===== config.mk =====
export PLATFORM = sky130hd
export DESIGN_NAME = uart_rx_ctrl
export DESIGN_NICKNAME = d
export VERILOG_FILES = /design/src/rtl/uart_pkg.sv /design/src/rtl/uart_rx_sync.sv /design/src/rtl/uart_rx_ctrl.sv
export SDC_FILE = /design/constraint.sdc
export NUM_CORES = 1
export LEC_CHECK = 0
export BUFFER_PORTS_ARGS = -buffer_cell sky130_fd_sc_hd__buf_2
export CAP_MARGIN = 20
export CORE_MARGIN = 5
export CORE_UTILIZATION = 52
export CTS_BUF_LIST = sky130_fd_sc_hd__clkbuf_8
export CTS_CLUSTER_DIAMETER = 80
export DETAILED_ROUTE_END_ITERATION = 8
export GPL_TIMING_DRIVEN = 0
export PLACE_DENSITY = 0.77
export SLEW_MARGIN = 20
export SYNTH_ARGS = -nofsm -noshare
export SYNTH_HDL_FRONTEND = slang
export SYNTH_SLANG_ARGS = --single-unit

===== constraint.sdc =====
create_clock -name clk -period 1.7 [get_ports clk]
set_clock_uncertainty 0.2 [all_clocks]
set_input_delay 0.51 -clock clk [delete_from_list [all_inputs] [get_ports clk]]
set_output_delay 0.51 -clock clk [all_outputs]
set_load 0.01 [all_outputs]

===== src/rtl/uart_pkg.sv =====
// Shared definitions for the UART receive path.
//   rx_state_e      : receive sequencer states
//   UART_DATA_W_MAX : widest supported data word
//   PARITY_EVEN/ODD : encoding of the parity-sense configuration bit
package uart_pkg;

  typedef enum logic [2:0] {
    IDLE      = 3'd0,
    START     = 3'd1,
    DATA      = 3'd2,
    PARITY    = 3'd3,
    STOP      = 3'd4,
    WAIT_HIGH = 3'd5
  } rx_state_e;

  localparam int UART_DATA_W_MAX = 8;

  localparam logic PARITY_EVEN = 1'b0;
  localparam logic PARITY_ODD  = 1'b1;

endpackage


===== src/rtl/uart_rx_sync.sv =====
// Input synchroniser and falling-edge detector for the serial rx line.
// Every flop resets to 1 so that a reset is seen as an idle (high) line.
//   clk, rstb      : clock, asynchronous active-low reset
//   rx_i           : asynchronous serial input
//   rx_s_o         : synchronised line level
//   fall_edge_o    : high for one cycle when rx_s_o goes 1 -> 0
module uart_rx_sync #(
  parameter int SYNC_STAGES = 2
) (
  input  logic clk,
  input  logic rstb,
  input  logic rx_i,
  output logic rx_s_o,
  output logic fall_edge_o
);

  logic [SYNC_STAGES-1:0] sync_q;
  logic                   prev_q;

  always_ff @(posedge clk or negedge rstb) begin
    if (!rstb) begin
      sync_q <= '1;
      prev_q <= 1'b1;
    end else begin
      sync_q <= {sync_q[SYNC_STAGES-2:0], rx_i};
      prev_q <= sync_q[SYNC_STAGES-1];
    end
  end

  assign rx_s_o      = sync_q[SYNC_STAGES-1];
  assign fall_edge_o = prev_q & ~sync_q[SYNC_STAGES-1];

endmodule


===== src/rtl/uart_rx_ctrl.sv =====
// UART receive sequencer. Detects the start edge, re-phases the baud
// generator with uart_start, samples start/data/(parity)/stop bits on
// uart_ce and hands each word plus error flags to the consumer over a
// valid/ready handshake.
// Build option: define UART_RX_PARITY_EN to build the parity bit state and
// parity check; without it cfg_parity_en/cfg_parity_odd are ignored and
// rx_parity_err is tied low.
//   clk, rstb                      : clock, asynchronous active-low reset
//   cfg_enable                     : receiver enable (0 forces IDLE)
//   cfg_parity_en, cfg_parity_odd  : parity config, sampled at frame start
//   uart_rx                        : serial line, idle high
//   uart_ce                        : bit-centre tick from the baud generator
//   uart_start                     : one-cycle baud generator re-phase pulse
//   rx_data, rx_valid, rx_ready    : received word handshake
//   rx_frame_err, rx_parity_err,
//   rx_break                       : flags qualified by rx_valid
//   rx_overrun                     : pulse when a completed frame is dropped
//   rx_busy                        : sequencer not idle
module uart_rx_ctrl
  import uart_pkg::*;
#(
  parameter int DATA_W      = 8,
  parameter int SYNC_STAGES = 2
) (
  input  logic              clk,
  input  logic              rstb,
  input  logic              cfg_enable,
  input  logic              cfg_parity_en,
  input  logic              cfg_parity_odd,
  input  logic              uart_rx,
  input  logic              uart_ce,
  output logic              uart_start,
  output logic [DATA_W-1:0] rx_data,
  output logic              rx_valid,
  input  logic              rx_ready,
  output logic              rx_frame_err,
  output logic              rx_parity_err,
  output logic              rx_break,
  output logic              rx_overrun,
  output logic              rx_busy
);

  localparam int                CNT_W    = $clog2(DATA_W);
  localparam logic [CNT_W-1:0]  LAST_BIT = CNT_W'(DATA_W - 1);

  if (DATA_W < 5 || DATA_W > UART_DATA_W_MAX) begin : g_bad_width
    $error("uart_rx_ctrl: DATA_W must be 5..8");
  end

  logic rx_s;
  logic fall_edge;

  uart_rx_sync #(
    .SYNC_STAGES (SYNC_STAGES)
  ) u_sync (
    .clk         (clk),
    .rstb        (rstb),
    .rx_i        (uart_rx),
    .rx_s_o      (rx_s),
    .fall_edge_o (fall_edge)
  );

  rx_state_e         state_q, state_d;
  logic [DATA_W-1:0] shift_q, shift_d;
  logic [CNT_W-1:0]  cnt_q, cnt_d;
  logic [DATA_W-1:0] rx_data_q, rx_data_d;
  logic              rx_valid_q, rx_valid_d;
  logic              ferr_q, ferr_d;
  logic              brk_q, brk_d;
  logic              ovr_q, ovr_d;
  logic              start_q, start_d;
  logic              stop_ferr, stop_brk;

`ifdef UART_RX_PARITY_EN
  logic par_en_q, par_en_d;
  logic par_odd_q, par_odd_d;
  logic par_bit_q, par_bit_d;
  logic par_err_q, par_err_d;
  logic perr_q, perr_d;
`else
  logic unused_cfg;
  assign unused_cfg = cfg_parity_en ^ cfg_parity_odd;
`endif

  always_comb begin
    state_d    = state_q;
    shift_d    = shift_q;
    cnt_d      = cnt_q;
    rx_data_d  = rx_data_q;
    rx_valid_d = rx_valid_q;
    ferr_d     = ferr_q;
    brk_d      = brk_q;
    ovr_d      = 1'b0;
    start_d    = 1'b0;
    stop_ferr  = ~rx_s;
`ifdef UART_RX_PARITY_EN
    par_en_d   = par_en_q;
    par_odd_d  = par_odd_q;
    par_bit_d  = par_bit_q;
    par_err_d  = par_err_q;
    perr_d     = perr_q;
    // par_bit_q is cleared at frame start, so it reads 0 when parity is off
    stop_brk   = ~rx_s & (shift_q == '0) & ~par_bit_q;
`else
    stop_brk   = ~rx_s & (shift_q == '0);
`endif

    if (rx_valid_q && rx_ready) rx_valid_d = 1'b0;

    if (!cfg_enable) begin
      state_d = IDLE;
      shift_d = '0;
      cnt_d   = '0;
    end else begin
      case (state_q)
        IDLE: begin
          if (fall_edge) begin
            start_d   = 1'b1;
            state_d   = START;
`ifdef UART_RX_PARITY_EN
            par_en_d  = cfg_parity_en;
            par_odd_d = cfg_parity_odd;
            par_bit_d = 1'b0;
            par_err_d = 1'b0;
`endif
          end
        end
        START: begin
          if (uart_ce) begin
            // A high line at the start-bit centre was a glitch: drop silently
            state_d = rx_s ? IDLE : DATA;
            cnt_d   = '0;
          end
        end
        DATA: begin
          if (uart_ce) begin
            shift_d = {rx_s, shift_q[DATA_W-1:1]};
            cnt_d   = cnt_q + 1'b1;
            if (cnt_q == LAST_BIT) begin
`ifdef UART_RX_PARITY_EN
              state_d = par_en_q ? PARITY : STOP;
`else
              state_d = STOP;
`endif
            end
          end
        end
`ifdef UART_RX_PARITY_EN
        PARITY: begin
          if (uart_ce) begin
            par_bit_d = rx_s;
            par_err_d = ((^shift_q) ^ rx_s) != par_odd_q;
            state_d   = STOP;
          end
        end
`endif
        STOP: begin
          if (uart_ce) begin
            // Accept in the completion cycle frees the slot for the new word
            if (!rx_valid_q || rx_ready) begin
              rx_data_d  = shift_q;
              rx_valid_d = 1'b1;
              ferr_d     = stop_ferr;
              brk_d      = stop_brk;
`ifdef UART_RX_PARITY_EN
              perr_d     = par_err_q;
`endif
            end else begin
              ovr_d = 1'b1;
            end
            // A low stop bit may be a held break; wait for idle before rearming
            state_d = stop_ferr ? WAIT_HIGH : IDLE;
          end
        end
        WAIT_HIGH: begin
          if (rx_s) state_d = IDLE;
        end
        default: state_d = IDLE;
      endcase
    end
  end

  always_ff @(posedge clk or negedge rstb) begin
    if (!rstb) begin
      state_q    <= IDLE;
      shift_q    <= '0;
      cnt_q      <= '0;
      rx_data_q  <= '0;
      rx_valid_q <= 1'b0;
      ferr_q     <= 1'b0;
      brk_q      <= 1'b0;
      ovr_q      <= 1'b0;
      start_q    <= 1'b0;
`ifdef UART_RX_PARITY_EN
      par_en_q   <= 1'b0;
      par_odd_q  <= 1'b0;
      par_bit_q  <= 1'b0;
      par_err_q  <= 1'b0;
      perr_q     <= 1'b0;
`endif
    end else begin
      state_q    <= state_d;
      shift_q    <= shift_d;
      cnt_q      <= cnt_d;
      rx_data_q  <= rx_data_d;
      rx_valid_q <= rx_valid_d;
      ferr_q     <= ferr_d;
      brk_q      <= brk_d;
      ovr_q      <= ovr_d;
      start_q    <= start_d;
`ifdef UART_RX_PARITY_EN
      par_en_q   <= par_en_d;
      par_odd_q  <= par_odd_d;
      par_bit_q  <= par_bit_d;
      par_err_q  <= par_err_d;
      perr_q     <= perr_d;
`endif
    end
  end

  assign uart_start   = start_q;
  assign rx_data      = rx_data_q;
  assign rx_valid     = rx_valid_q;
  assign rx_frame_err = ferr_q;
  assign rx_break     = brk_q;
  assign rx_overrun   = ovr_q;
  assign rx_busy      = (state_q != IDLE);
`ifdef UART_RX_PARITY_EN
  assign rx_parity_err = perr_q;
`else
  assign rx_parity_err = 1'b0;
`endif

endmodule


-- Word level (Yosys, flattened, before mapping)
Index checks and enable logic that the tools add are counted.
- register bits after elaboration: 30
- bits of input ports: 8
- output and inout port bits: 15
- logic and storage cells: 68
- add/sub/neg operators: 1
- equal/unequal tests: 14
- mux-type cells: 29
- bitwise operators: 3
- reduce and logical (&&, ||, !) cells: 10
- operators with widths (cell ; number):
    $mux 3 ; 11
    $mux 8 ; 3
    $ne 3x3->1 const B ; 5
    $pmux 3 s5 ; 1
    $mux 1 ; 12
    $eq 3x3->1 const B ; 3
    $logic_not 8->1 ; 1
    $pmux 3 s2 ; 1
    $reduce_and 6->1 ; 1
    $ne 2x1->1 const B ; 2
    $reduce_and 4->1 ; 1
    $add 3x1->3 const B ; 1
    $eq 3x1->1 const B ; 1
    $eq 3x2->1 const B ; 1
    $logic_not 3->1 ; 1
    $ne 3x1->1 const B ; 1
    $ne 3x2->1 const B ; 1
    $reduce_and 3->1 ; 1
    $reduce_bool 3->1 ; 1
    $and 1x1->1 ; 2
    $mux 2 ; 1
    $reduce_and 2->1 ; 1
    $logic_and 1x1->1 ; 1
    $logic_not 1->1 ; 1
    other kinds (2) ; 2

-- Longest topological paths before layout
Gate-level depths: netlist of the first run.
- word-level depth: 6
- gate-level depth with buffers: 6
- depth with buffers taken out: 5

-- By module
Synthesis of the first run repeated with hierarchy kept, for this count alone.
- cell total of the unflattened synthesis: 120
- area total of the unflattened synthesis: 1381.3 um^2
- modules (own cells, without submodules) (module ; instances ; cells an instance ; area each (um^2) ; seq. area each (um^2)):
    uart_rx_ctrl ; 1 ; 116 ; 1288.7 ; 675.6
    uart_rx_sync ; 1 ; 4 ; 92.6 ; 78.8

-- Worst setup path after synthesis of the first run
Ideal clock, no wire load.
- path kind: input-to-reg
- start: in cfg_enable
- end: reg rx_data_q[2] (netlist: rx_data[2])
- library setup time: 0.125 ns
- arrival time: 1.398 ns
- required time: 1.375 ns
- setup slack: -0.023 ns
- stages: 5
- path through: buf_2 and3_1 nand3_2 buf_6 mux2_4
- word-level cells in the longest chain between the ends: 1
- ends and longest elaborated chain (what ; line ; text):
    start, declared ; uart_rx_ctrl.sv:27 ; input logic cfg_enable,
    $reduce_and 4->1 (no source line) ; - ;
    end signal, assigned ; uart_rx_ctrl.sv:205 ; rx_data_q <= rx_data_d;
    end, declared ; uart_rx_ctrl.sv:66 ; logic [DATA_W-1:0] rx_data_q, rx_data_d;
No other way between the ends.
A chain may end at the register's enable or synchronous reset.

-- Worst setup path in the final report of the first run
- start: reg state_q[1]
- end: out rx_busy
- word-level cells in the longest chain between the ends: 1
- ends and longest elaborated chain (what ; line ; text):
    start, declared ; uart_rx_ctrl.sv:63 ; rx_state_e state_q, state_d;
    start signal, assigned ; uart_rx_ctrl.sv:202 ; state_q <= state_d;
    $reduce_bool 3->1 ; uart_rx_ctrl.sv:227 ; assign rx_busy = (state_q != IDLE);
    end, declared ; uart_rx_ctrl.sv:40 ; output logic rx_busy
No other way between the ends.

==> results of run 1 <==
==> worst max-delay path by stage <==
stage / start / to / slack (ns) / depth (start not counted)
6_report: state_q[1]$_DFFE_PN0P_ / rx_busy / -0.28 / 3
5_1_grt: state_q[1]$_DFFE_PN0P_ / rx_busy / -0.34 / 3
4_1_cts: state_q[2]$_DFFE_PN0P_ / rx_busy / -0.33 / 3
3_5_place_dp: cnt_q[0]$_DFFE_PN0P_ / state_q[2]$_DFFE_PN0P_ / -0.10 / 5
3_3_place_gp: cnt_q[0]$_DFFE_PN0P_ / state_q[2]$_DFFE_PN0P_ / -0.06 / 5
2_1_floorplan: cfg_enable / rx_data[2]$_DFFE_PN0P_ / 0.02 / 5
==> routing by layer <==
metal | up-vias | global-route usage, % | part of all wire [%]
met5 | - | 0 | 0
met4 | 0 | 7.27 | 0.56
met3 | 2 | 6.20 | 6.1
met2 | 32 | 24.9 | 48
met1 | 484 | 22.3 | 45
li1 | 487 | - | -
==> timing repair <==
action                     4_1_cts  5_1_grt
setup buffers                    4        7
pin swaps                        1        4
gates resized for setup          4        9
setup endpoints to repair       10       17
==> Yosys cell counts, drive strengths merged <==
master / n
nor2: 5
dfrtp: 27
nand3b: 1
or3: 1
ha: 2
o32a: 1
or2: 1
clkbuf: 1
nor2b: 2
a21boi: 8
nand2: 24
nor4: 1
xnor2: 1
conb: 1
or4b: 1
nor3: 3
mux2: 8
dfstp: 3
or4: 1
nand2b: 4
o21ai: 4
nand3: 3
o22a: 1
o211ai: 1
mux2i: 4
buf: 7
and3: 1
and2: 1
a32o: 1
a22o: 2
a21oi: 1
or2b: 1
==> layout make-up <==
type                            count  area [sq um]
Timing Repair Buffer               29           183
Clock buffer                        6          82.6
Buffer                              6          56.3
Fill cell                         150           728
Clock inverter                      2          60.1
Multi-Input combinational cell     85           642
Sequential cell                    30           756
Tap cell                           30          37.5
==> power by group through the flow <==
stage               logic, mW  clock network (mW)  registers, mW
global placement        0.312                   0          0.773
detailed placement      0.319                   0          0.774
CTS                     0.318               0.906          0.785
floorplan               0.235                   0          0.777
global route            0.502               0.944          0.775
finish                  0.463               0.890          0.771
==> worst max-delay path: cells and delay by family (launching register included) <==
family | cells | cell delay (ns)
flip-flops | 1 | 0.37
AND/OR/NAND/NOR | 1 | 0.38
buffers and inverters | 2 | 0.24
==> logic make-up (layout without fill, tap and decap cells) <==
logic type | after synthesis | after routing | share of synthesized area [%]
AOI/OAI and AO/OA | 19 | 19 | 10.8
xor gates and xnor gates | 1 | 1 | 0.621
other | 1 | 1 | 0.266
muxes | 12 | 12 | 10.8
buffers and inverters | 8 | 43 | 3.99
adders and majority gates | 2 | 2 | 1.77
and+or+nand+nor | 50 | 50 | 18.2
DFF | 30 | 30 | 53.5
==> registers in the layout, summed over array words and instances, names as in the netlist <==
signal and cells:
shift_q 8, rx_data 8, rx_break 1, rx_frame_err 1, state_q 3, u_sync.sync_q 2
cnt_q 3, rx_overrun 1, rx_valid 1, uart_start 1, u_sync.prev_q 1
==> stage by stage <==
step | utilization (%) | area (sq um) | setup TNS, ns | cells
after floorplan | - | 1420 | 0 | 123
after global placement | 60.7 | 1550 | -0.506 | 171
after detailed placement | 60.7 | 1550 | -1.02 | 171
after CTS | 67.9 | 1730 | -0.530 | 182
after global routing | 71.4 | 1820 | -1.01 | 188
final | 71.4 | 1820 | -0.569 | 188
==> impl_metrics.env, run 1 <==
export IMPL_cts_buffers_inserted=5
export IMPL_syn_nets=133
export IMPL_first_pass_iters=4
export IMPL_fin_nets=167
export IMPL_ant_nets=0
export IMPL_clock_root_buffer="clkbuf_8"
export IMPL_rr_startpoint="state_q[1]$_DFFE_PN0P_"
export IMPL_crit_path_cell_trace="buf_6 -> or3_4 -> buf_6"
export IMPL_clock_sinks=30
export IMPL_gp_congestion=0.800
export IMPL_wl_per_cell_um=15.2
export IMPL_fmax_ghz=0.504
export IMPL_first_iter_violations=60
export IMPL_grt_pass1_vias=954
export IMPL_die_w_um=62.1
export IMPL_post_place_ws_ns=-0.101
export IMPL_drive_gt1_share_pct=40.5
export IMPL_crit_path_start_kind="register"
export IMPL_rsz0062_at_grt="true"
export IMPL_htreeDepth=2
export IMPL_core_area_sq_um=2540
export IMPL_power_total_mw=2.12
export IMPL_holdCritPathClass="in2async"
export IMPL_yosysUniqueCellTypes=37
export IMPL_die_h_um=62.1
export IMPL_clock_path_buffers=2
export IMPL_seq_area_frac_synth_pct=53.5
export IMPL_drc_errors=0
export IMPL_violations="negative setup slack"
export IMPL_period_needed_ns=1.98
export IMPL_internal_power_mw=1.62
export IMPL_cp_end_kind="primary output"
export IMPL_grt_pass1_wl_um=4550
export IMPL_status="finished with violations"
export IMPL_setup_viol=4
export IMPL_combPwrFrac_pct=21.8
export IMPL_io_buffer_count=18
export IMPL_grt_max_degree=31
export IMPL_p_switching_mw=0.502
export IMPL_reg2reg_to="state_q[2]$_DFFE_PN0P_"
export IMPL_path_max_fanout=2
export IMPL_vias_per_cell=5.35
export IMPL_yosys_area_top_type="dfrtp_1"
export IMPL_std_cell_rows=18
export IMPL_post_route_period_util_pct=117
export IMPL_path_common_cell="buf_6"
export IMPL_yosys_top_cells_area="dfrtp_1, mux2_4, nand2_1"
export IMPL_hpwl_um=1830
export IMPL_antenna_found_initial=0
export IMPL_leakagePower_nw=0.897
export IMPL_peakVddDrop_v=0.000939
export IMPL_pwr_share_clk_pct=41.9
export IMPL_r2r_cells=5
export IMPL_routed_wl_um=2850
export IMPL_arrival_ns=1.27
export IMPL_sw_frac_of_total_pct=23.7
export IMPL_synth_top_area_share_pct=47.9
export IMPL_diodes=0
export IMPL_grt_overflow=0
export IMPL_layout_commonest_cell="dfrtp_1"
export IMPL_grtUsageTotal_pct=16.9
export IMPL_relSlewSlack_pct=57.7
export IMPL_ys_ff_latch=30
export IMPL_dieArea_sq_um=3850
export IMPL_area_delta_synth_final_pct=28.8
export IMPL_worst_pin_slew_ns=0.634
export IMPL_holdWs_ns=0.0435
export IMPL_initial_core_util_pct=55.4
export IMPL_ctsHoldBuffers=0
export IMPL_slowest_delay_ns=0.38
export IMPL_avgSynthCellArea_sq_um=11.5
export IMPL_num_io_pins=23
export IMPL_synth_area_sq_um=1410
export IMPL_final_max_slew_viol_count=0
export IMPL_setup_ws_ns=-0.285
export IMPL_regToRegSetupSlack_ns=-0.11
export IMPL_cp_required_ns=0.99
export IMPL_hold_violations=0
export IMPL_critPathKind="reg2out"
export IMPL_num_vias=1005
export IMPL_critPathSlowestCell="or3_4"
export IMPL_pwr_share_seq_pct=36.3
export IMPL_cts_tree="done"
export IMPL_drv_cap=0
export IMPL_clock_latency_ns=0.28
export IMPL_netlist_instances=123
export IMPL_final_cell_mix="dfrtp_1, nand2_1, buf_2"
export IMPL_p_per_area_nw_per_um2=1170
export IMPL_path_clk_slew_ns=0.07
export IMPL_yosysWarnings=0
No activity file was read; power rests on OpenSTA's default activity.
==> run 2, diff against run 1 <==
--- a/config.mk
+++ b/config.mk
@@ -11,10 +11,13 @@
 export CORE_UTILIZATION = 52
 export CTS_BUF_LIST = sky130_fd_sc_hd__clkbuf_8
 export CTS_CLUSTER_DIAMETER = 80
+export CTS_CLUSTER_SIZE = 40
 export DETAILED_ROUTE_END_ITERATION = 8
 export GPL_TIMING_DRIVEN = 0
 export PLACE_DENSITY = 0.77
+export SETUP_SLACK_MARGIN = 0.15
 export SLEW_MARGIN = 20
 export SYNTH_ARGS = -nofsm -noshare
 export SYNTH_HDL_FRONTEND = slang
 export SYNTH_SLANG_ARGS = --single-unit
+export TNS_END_PERCENT = 30
==> impl_metrics.env, run 2 (synthesis gave the netlist of run 1 again) <==
export IMPL_status="finished with violations"
export IMPL_violations="negative setup slack"
export IMPL_hold_violations=0
export IMPL_p_per_area_nw_per_um2=995
export IMPL_relSlewSlack_pct=56.7
export IMPL_grt_pass1_wl_um=4730
export IMPL_antenna_found_initial=0
export IMPL_pwr_share_seq_pct=42.0
export IMPL_grt_overflow=0
export IMPL_cp_end_kind="primary output"
export IMPL_wl_per_cell_um=15.3
export IMPL_path_max_fanout=2
export IMPL_first_iter_violations=56
export IMPL_grtUsageTotal_pct=17.5
export IMPL_period_needed_ns=1.99
export IMPL_io_buffer_count=18
export IMPL_drv_cap=0
export IMPL_drc_errors=0
export IMPL_routed_wl_um=2880
export IMPL_combPwrFrac_pct=26.2
export IMPL_crit_path_start_kind="register"
export IMPL_fin_nets=167
export IMPL_gp_congestion=0.786
export IMPL_worst_pin_slew_ns=0.649
export IMPL_die_w_um=62.1
export IMPL_arrival_ns=1.28
export IMPL_first_pass_iters=4
export IMPL_cts_tree="done"
export IMPL_internal_power_mw=1.32
export IMPL_htreeDepth=2
export IMPL_ctsHoldBuffers=0
export IMPL_clock_sinks=30
export IMPL_grt_max_degree=31
export IMPL_leakagePower_nw=0.893
export IMPL_cp_required_ns=0.99
export IMPL_num_vias=1030
export IMPL_fmax_ghz=0.503
export IMPL_post_route_period_util_pct=117
export IMPL_dieArea_sq_um=3850
export IMPL_critPathKind="reg2out"
export IMPL_pwr_share_clk_pct=31.9
export IMPL_die_h_um=62.1
export IMPL_layout_commonest_cell="dfrtp_1"
export IMPL_clock_latency_ns=0.28
export IMPL_p_switching_mw=0.501
export IMPL_area_delta_synth_final_pct=29.9
export IMPL_clock_path_buffers=2
export IMPL_regToRegSetupSlack_ns=-0.14
export IMPL_holdWs_ns=0.0533
export IMPL_setup_ws_ns=-0.287
export IMPL_holdCritPathClass="in2async"
export IMPL_power_total_mw=1.82
export IMPL_peakVddDrop_v=0.000869
export IMPL_vias_per_cell=5.48
export IMPL_path_clk_slew_ns=0.06
export IMPL_setup_viol=13
export IMPL_rsz0062_at_grt="true"
export IMPL_ant_nets=0
export IMPL_initial_core_util_pct=55.4
export IMPL_drive_gt1_share_pct=44.3
export IMPL_diodes=0
export IMPL_sw_frac_of_total_pct=27.5
export IMPL_std_cell_rows=18
export IMPL_grt_pass1_vias=1006
export IMPL_hpwl_um=1760
export IMPL_final_max_slew_viol_count=0
export IMPL_final_cell_mix="dfrtp_1, nand2_1, buf_2"
export IMPL_clock_root_buffer="clkbuf_8"
export IMPL_core_area_sq_um=2540
export IMPL_num_io_pins=23
export IMPL_cts_buffers_inserted=5
==> run 2: power groups by stage <==
stage | combinational [mW] | sequential [mW] | clock (mW)
6_report | 0.477 | 0.765 | 0.581
5_1_grt | 0.511 | 0.768 | 0.629
4_1_cts | 0.415 | 0.763 | 0.593
3_5_place_dp | 0.326 | 0.774 | 0
3_3_place_gp | 0.320 | 0.773 | 0
2_1_floorplan | 0.242 | 0.777 | 0
==> run 2: worst max-delay path, stage by stage (launching register included) <==
cell and delay (ns):
dfrtp_1 0.37, buf_6 0.11, or3_4 0.38, buf_6 0.13
==> run 2: final timing paths <==
kind,start,end,cells past startpoint
max in group asynchronous,rstb,shift_q[3]$_DFFE_PN0P_,1
worst max register to register,state_q[1]$_DFFE_PN0P_,state_q[0]$_DFFE_PN0P_,6
worst max-delay path,state_q[1]$_DFFE_PN0P_,rx_busy,3
worst min-delay path,rstb,state_q[0]$_DFFE_PN0P_,1
worst min register to register,u_sync.sync_q[0]$_DFF_PN1_,u_sync.sync_q[1]$_DFF_PN1_,0
min in group clk,uart_rx,u_sync.sync_q[0]$_DFF_PN1_,1
==> run 2: layout make-up <==
class                           count  area [sq um]
Sequential cell                    30           754
Clock inverter                      2          8.76
Buffer                              8          86.3
Fill cell                         179           713
Timing Repair Buffer               27           193
Clock buffer                        6          82.6
Multi-Input combinational cell     85           669
Tap cell                           30          37.5
==> run 2: repair_timing <==
item                                    in CTS  in global routing
buffers inserted                             5                  4
hold endpoints to repair                     0                  0
pin swaps                                    3                 15
endpoints found under the setup margin      22                 24
resized for setup                           12                 27
==> run 2: through the flow <==
stage          setup slack (ns)  utilization [%]  instances  cell area (sq um)  setup TNS, ns
2_1_floorplan            0.0578                -        123               1430              0
3_3_place_gp            -0.0476             61.3        171               1560         -0.375
3_5_place_dp            -0.0525             61.3        171               1560         -0.527
4_1_cts                  -0.291             68.1        184               1730         -0.607
5_1_grt                  -0.324             72.0        188               1830          -2.72
6_report                 -0.287             72.0        188               1830          -1.54
==> run 2: metal layers <==
layer	vias to the layer above	part of all wire, %	track usage (%)	wire, um
met2	26	49	26.8	1410
met3	10	6.8	3.72	196
met4	0	2.0	11.2	59
met5	-	0	0	0
li1	489	-	-	-
met1	505	42	22.3	1210
